<file path="src/rtl/router_pkt_src.sv">
// rtl/router_pkt_src.sv - packet source feeding the router input port
// Buffers a payload, then sends header {len,addr}, payload bytes and a trailing parity byte.
module router_pkt_src #(
   parameter int DEPTH = 64,
   parameter int AW    = 6
) (
   input  logic          clk,
   input  logic          rst,
   input  logic          wr_en,
   input  logic [7:0]    wr_data,
   input  logic          start,
   input  logic [1:0]    dest_addr,
   input  logic          corrupt_parity,
   input  logic          busy,
   output logic          pkt_valid,
   output logic [7:0]    dout,
   output logic          tx_active,
   output logic          done,
   output logic          err,
   output logic [AW:0]   level
);

   typedef enum logic [1:0] {IDLE, HEADER, PAYLOAD, PARITY} state_t;

   state_t        state, state_nxt;
   logic [7:0]    mem [DEPTH];
   logic [AW-1:0] wr_ptr, rd_ptr, rd_nxt, rem, fill;
   logic [7:0]    parity, parity_nxt, dout_nxt;
   logic          corrupt;
   logic          wr_ok, pop, launch, reject, done_nxt;

   // Pointers wrap modulo DEPTH, so the difference is the fill level directly.
   assign fill  = wr_ptr - rd_ptr;
   assign level = {1'b0, fill};
   assign wr_ok = (state == IDLE) && wr_en && !start && (fill != AW'(DEPTH - 1));

   always_comb begin
      state_nxt  = state;
      launch     = 1'b0;
      reject     = 1'b0;
      pop        = 1'b0;
      done_nxt   = 1'b0;
      rd_nxt     = rd_ptr;
      parity_nxt = parity;
      dout_nxt   = dout;
      case (state)
         IDLE: begin
            dout_nxt = 8'h00;
            if (start) begin
               if (dest_addr == 2'd3 || fill == '0) begin
                  reject = 1'b1;
               end else begin
                  launch     = 1'b1;
                  state_nxt  = HEADER;
                  dout_nxt   = {fill[5:0], dest_addr};
                  parity_nxt = {fill[5:0], dest_addr};
               end
            end
         end
         HEADER: begin
            if (!busy) begin
               state_nxt = PAYLOAD;
               dout_nxt  = mem[rd_ptr];
            end
         end
         PAYLOAD: begin
            if (!busy) begin
               pop        = 1'b1;
               rd_nxt     = rd_ptr + 1'b1;
               parity_nxt = parity ^ dout;
               if (rem == AW'(1)) begin
                  state_nxt = PARITY;
                  dout_nxt  = parity_nxt ^ {7'b0, corrupt};
               end else begin
                  dout_nxt  = mem[rd_nxt];
               end
            end
         end
         PARITY: begin
            if (!busy) begin
               state_nxt = IDLE;
               done_nxt  = 1'b1;
               dout_nxt  = 8'h00;
            end
         end
         default: state_nxt = IDLE;
      endcase
   end

   always_ff @(posedge clk) begin
      if (rst) begin
         state     <= IDLE;
         wr_ptr    <= '0;
         rd_ptr    <= '0;
         rem       <= '0;
         parity    <= 8'h00;
         corrupt   <= 1'b0;
         dout      <= 8'h00;
         pkt_valid <= 1'b0;
         tx_active <= 1'b0;
         done      <= 1'b0;
         err       <= 1'b0;
      end else begin
         state     <= state_nxt;
         rd_ptr    <= rd_nxt;
         parity    <= parity_nxt;
         dout      <= dout_nxt;
         pkt_valid <= (state_nxt == HEADER) || (state_nxt == PAYLOAD);
         tx_active <= (state_nxt != IDLE);
         done      <= done_nxt;
         err       <= reject;
         if (wr_ok)
            wr_ptr <= wr_ptr + 1'b1;
         if (launch) begin
            rem     <= fill;
            corrupt <= corrupt_parity;
         end else if (pop) begin
            rem     <= rem - 1'b1;
         end
      end
   end

   // Payload storage has no reset; contents are irrelevant until written.
   always_ff @(posedge clk) begin
      if (wr_ok)
         mem[wr_ptr] <= wr_data;
   end

endmodule

</file>
<file path="config.mk">
export PLATFORM = sky130hd
export DESIGN_NAME = router_pkt_src
export DESIGN_NICKNAME = d
export VERILOG_FILES = /design/src/rtl/router_pkt_src.sv
export SDC_FILE = /design/constraint.sdc
export NUM_CORES = 1
export LEC_CHECK = 0
export BUFFER_PORTS_ARGS = -buffer_cell sky130_fd_sc_hd__buf_2
export CORE_AREA = 3 3 248 250
export CTS_BUF_LIST = sky130_fd_sc_hd__clkbuf_16
export DETAILED_ROUTE_END_ITERATION = 16
export DIE_AREA = 0 0 251 253
export GPL_TIMING_DRIVEN = 0
export PLACE_DENSITY = 0.69
export SLEW_MARGIN = 15
export SYNTH_ARGS = -nofsm -noshare
export SYNTH_HDL_FRONTEND = slang
export SYNTH_SLANG_ARGS = --single-unit
</file>
<file path="constraint.sdc">
create_clock -name clk -period 3.08 [get_ports clk]
set_input_delay 0.462 -clock clk [delete_from_list [all_inputs] [get_ports clk]]
set_output_delay 0.462 -clock clk [all_outputs]
set_load 0.01 [all_outputs]
</file>
==> summary.md <==
| Metric | Value |
|---|---|
| Status | complete, but fails checks |
| Failing checks | setup timing |
| Area contributors post-synth | edfxtp_1 58%, mux4_2 25%, dfxtp_1 3.5% |
| Routed vias/inst | 6.952 |
| Pin count of the biggest net entering global routing | 65 |
| Sequential share of power | between 50% and 60% |
| Die H | around 250 µm |
| Sequential area share after synthesis | between 60% and 70% |
| Initial core utilization | 44.89% |
| CP endpoint kind | register |
| Mapped Area | approximately 27000 µm² |
| Top FF cell, synth | edfxtp_1 |
| Initial antenna violation count | 1 |
| Setup ws final | -0.07723 ns |
| Die ar. | ~64000 µm² |
| Hold-fix buffers, CTS | 0 |
| Gr ovfl total | 0 |
| H-tree Lvls | 2 |
| Switching Share | 22.87% |
| Critical path fanouts, max | 8 |
| CORE AREA | 59240 µm² |
| Via count | roughly 18000 |
| IO Pins | 35 |
| Seq. cell area | about 16000 µm² |
| ANT cells | 0 |
| Multi-input logic area | about 11000 µm² |
| Final nets | roughly 1700 |
| Tightest Pin Transition | ~1.2 ns |
| Synth async-reset ratio | 0% |
| Final Hold Violating Endpoints | 0 |
| Final Setup Violations | about 170 |
| Hold_ws | 0.07053 ns |
| Yosys warning total | 0 |
| Clock network fraction of total power | around 42% |
| TNS Setup | -5.141 ns |
| DP HPWL | around 60 mm |
| Total Wirelength | between 90 and 100 mm |
| RSZ-0062 raised after global routing | true |
| Comb power frac | approximately 6.7% |
| Distinct cells, synth | 67 |
| # clock sinks | 559 |
| Achievable Freq | roughly 0.32 GHz |
| Syn_area_per_cell | roughly 18 µm² |
| Die X | about 250 µm |
| FP Rows | ~90 |
| Clock Latency Late Sink | around 0.64 ns |
| Post-synth EDFFs | 512 |
| Req. time, crit path | 3.43 ns |
| P_int | about 13 mW |
| Clock tree buffer depth | 3 |
| Post-Route Skew | ~0.029 ns |
| Filler cells | between 4000 and 5000 |
| MaxCap Viol Count | 0 |
| Class of the worst hold path | in -> reg |
| Routed len/inst | 36.78 µm |
| Most frequent cells in the layout | 512 x edfxtp_1, 298 x mux4_2, 69 x buf_4 |
| CP startpoint kind | register |
| Yosys reg bits | 559 |
| Leakage | around 10 nW |
| Worst-path clk slew | about 0.06 ns |
| Power per standard cell area | approximately 500 nW/µm² |
| Drt first pass iters | 6 |
| RePlAce Congestion | between 1 and 1.5 |
| Met3 Use GR | roughly 9.7% |
| P_sw | roughly 3.7 mW |
| Crit Path Class | reg -> reg |
| Period utilization | 102.5% |
| Layout area overhead | 23.36% |
| Commonest non-fill, non-tap cell in the layout | edfxtp_1 |
| Root buffer cell | clkbuf_16 |
| VDD IR-drop max | between 0.5 and 0.6 mV |
| Fraction of layout cells with a size suffix above 1 | a little over two fifths |
| Initial DRC count | just under 3000 |
| First-pass GRT wire length | 127.5 mm |
| Vias in the first global route | approximately 17000 |
| GRT Util Overall | between 20% and 30% |
| Syn Nets | ~1500 |
| Final Max Slew Viols | 0 |
| Post-route ant nets | 0 |
| Synth area leader | edfxtp_1 |
| CTS buffer count | between 50 and 60 |
| Cell count after synthesis | between 1000 and 1500 |
| Routing usage on met1 | 37.75% |
| Max-slew headroom | between 20% and 30% |
| Number of port buffers | 32 |
| Final min period | between 3 and 4 ns |
| Met2 Use GR | between 40% and 50% |
| DRC viols | 0 |
| Post-synth top area share | between 50% and 60% |
| Crit path DAT | 3.51 ns |
| GR peak layer | met2 |
| CTS tree | built |
per-layer routing:
metal	share of wire (%)	wire [µm]
met1	35	32170
met2	45	41960
met3	14	13340
met4	5.7	5284
met5	0.012	11
synthesized netlist by cell type (17+ instances only):
master / instances
mux4_2: 298
nand2_1: 63
nor2_1: 126
clkbuf_1: 37
o21ai_0: 18
buf_4: 17
a21oi_1: 47
dfxtp_1: 47
edfxtp_1: 512
buf_2: 24
stage by stage:
stage	instances	power [mW]	cell area [µm²]	utilization (%)	setup WS, ns
finish	2522	16.36	32810	55.38	-0.07723
global route	2522	16.78	32810	55.38	-0.1364
CTS	2499	16.35	32140	54.25	-0.02035
detailed placement	2281	9.441	27720	46.79	-1.623
global placement	2281	9.427	27720	46.79	-1.623
floorplan	1476	9.031	26590	-	-0.03882
cells by family (layout without fill, tap and decap cells):
family | count (synthesis) | in the layout | share of synthesized area, %
AO/OA/AOI/OAI | 154 | 154 | 3.910
XOR/XNOR | 27 | 27 | 0.9457
adder cells (fa/ha/maj) | 11 | 11 | 0.5458
buffers and inverters | 117 | 389 | 2.348
flip-flops | 559 | 559 | 61.35
multiplexers | 310 | 310 | 25.69
other | 1 | 1 | 0.01410
AND/OR/NAND/NOR | 297 | 298 | 5.190
layout make-up:
cell class / count / share of cell area, %
well taps: 773 / 2.948
clock inverters: 46 / 1.129
multi-input cells: 801 / 32.42
clock buffers: 59 / 4.501
repair buffers: 170 / 5.702
flip-flops and latches: 559 / 49.79
plain buffers: 98 / 3.307
inverters: 16 / 0.2021
final timing paths:
| kind | startpoint | endpoint | slack [ns] | cells after the start |
|---|---|---|---|---|
| setup / recovery | rd_ptr[0] | mem[36][1] | -0.08 | 13 |
| hold / removal | corrupt_parity | corrupt | 0.07 | 3 |
| setup reg to reg | rd_ptr[0] | mem[36][1] | -0.08 | 13 |
| hold reg to reg | rem[1] | rem[1] | 0.50 | 2 |
power groups by stage:
| stage | combinational, mW | sequential (mW) | clock (mW) |
|---|---|---|---|
| 6_report | 1.09 | 8.36 | 6.91 |
| 5_1_grt | 1.13 | 8.36 | 7.28 |
| 4_1_cts | 1.03 | 8.36 | 6.96 |
| 3_5_place_dp | 0.921 | 8.52 | 0 |
| 3_3_place_gp | 0.910 | 8.52 | 0 |
| 2_1_floorplan | 0.517 | 8.51 | 0 |
critical path: stages (launching register included):
cell     delay (ns)
dfxtp_4        0.41
ha_4           0.15
inv_2          0.03
fa_2           0.39
a21o_1         0.19
a21oi_2        0.17
xor2_2         0.22
inv_2          0.10
nand3_4        0.10
o21a_4         0.15
and2_4         0.30
nand2_8        0.21
nor2_4         0.25
buf_12         0.16
registers in the layout (all words and copies together) (netlist names), 2 cells and up, named ones only:
name and cells:
dout 8, mem 512, parity 8, rd_ptr 6
rem 6, state 2, wr_ptr 6
repair_timing:
item                       in CTS  in global routing
setup endpoints to repair     540                538
gates resized for setup       356                 94
buffers inserted              115                 20
pin swaps                      75                 53
cloned                          0                  2
(Power assumes the default switching activity.)
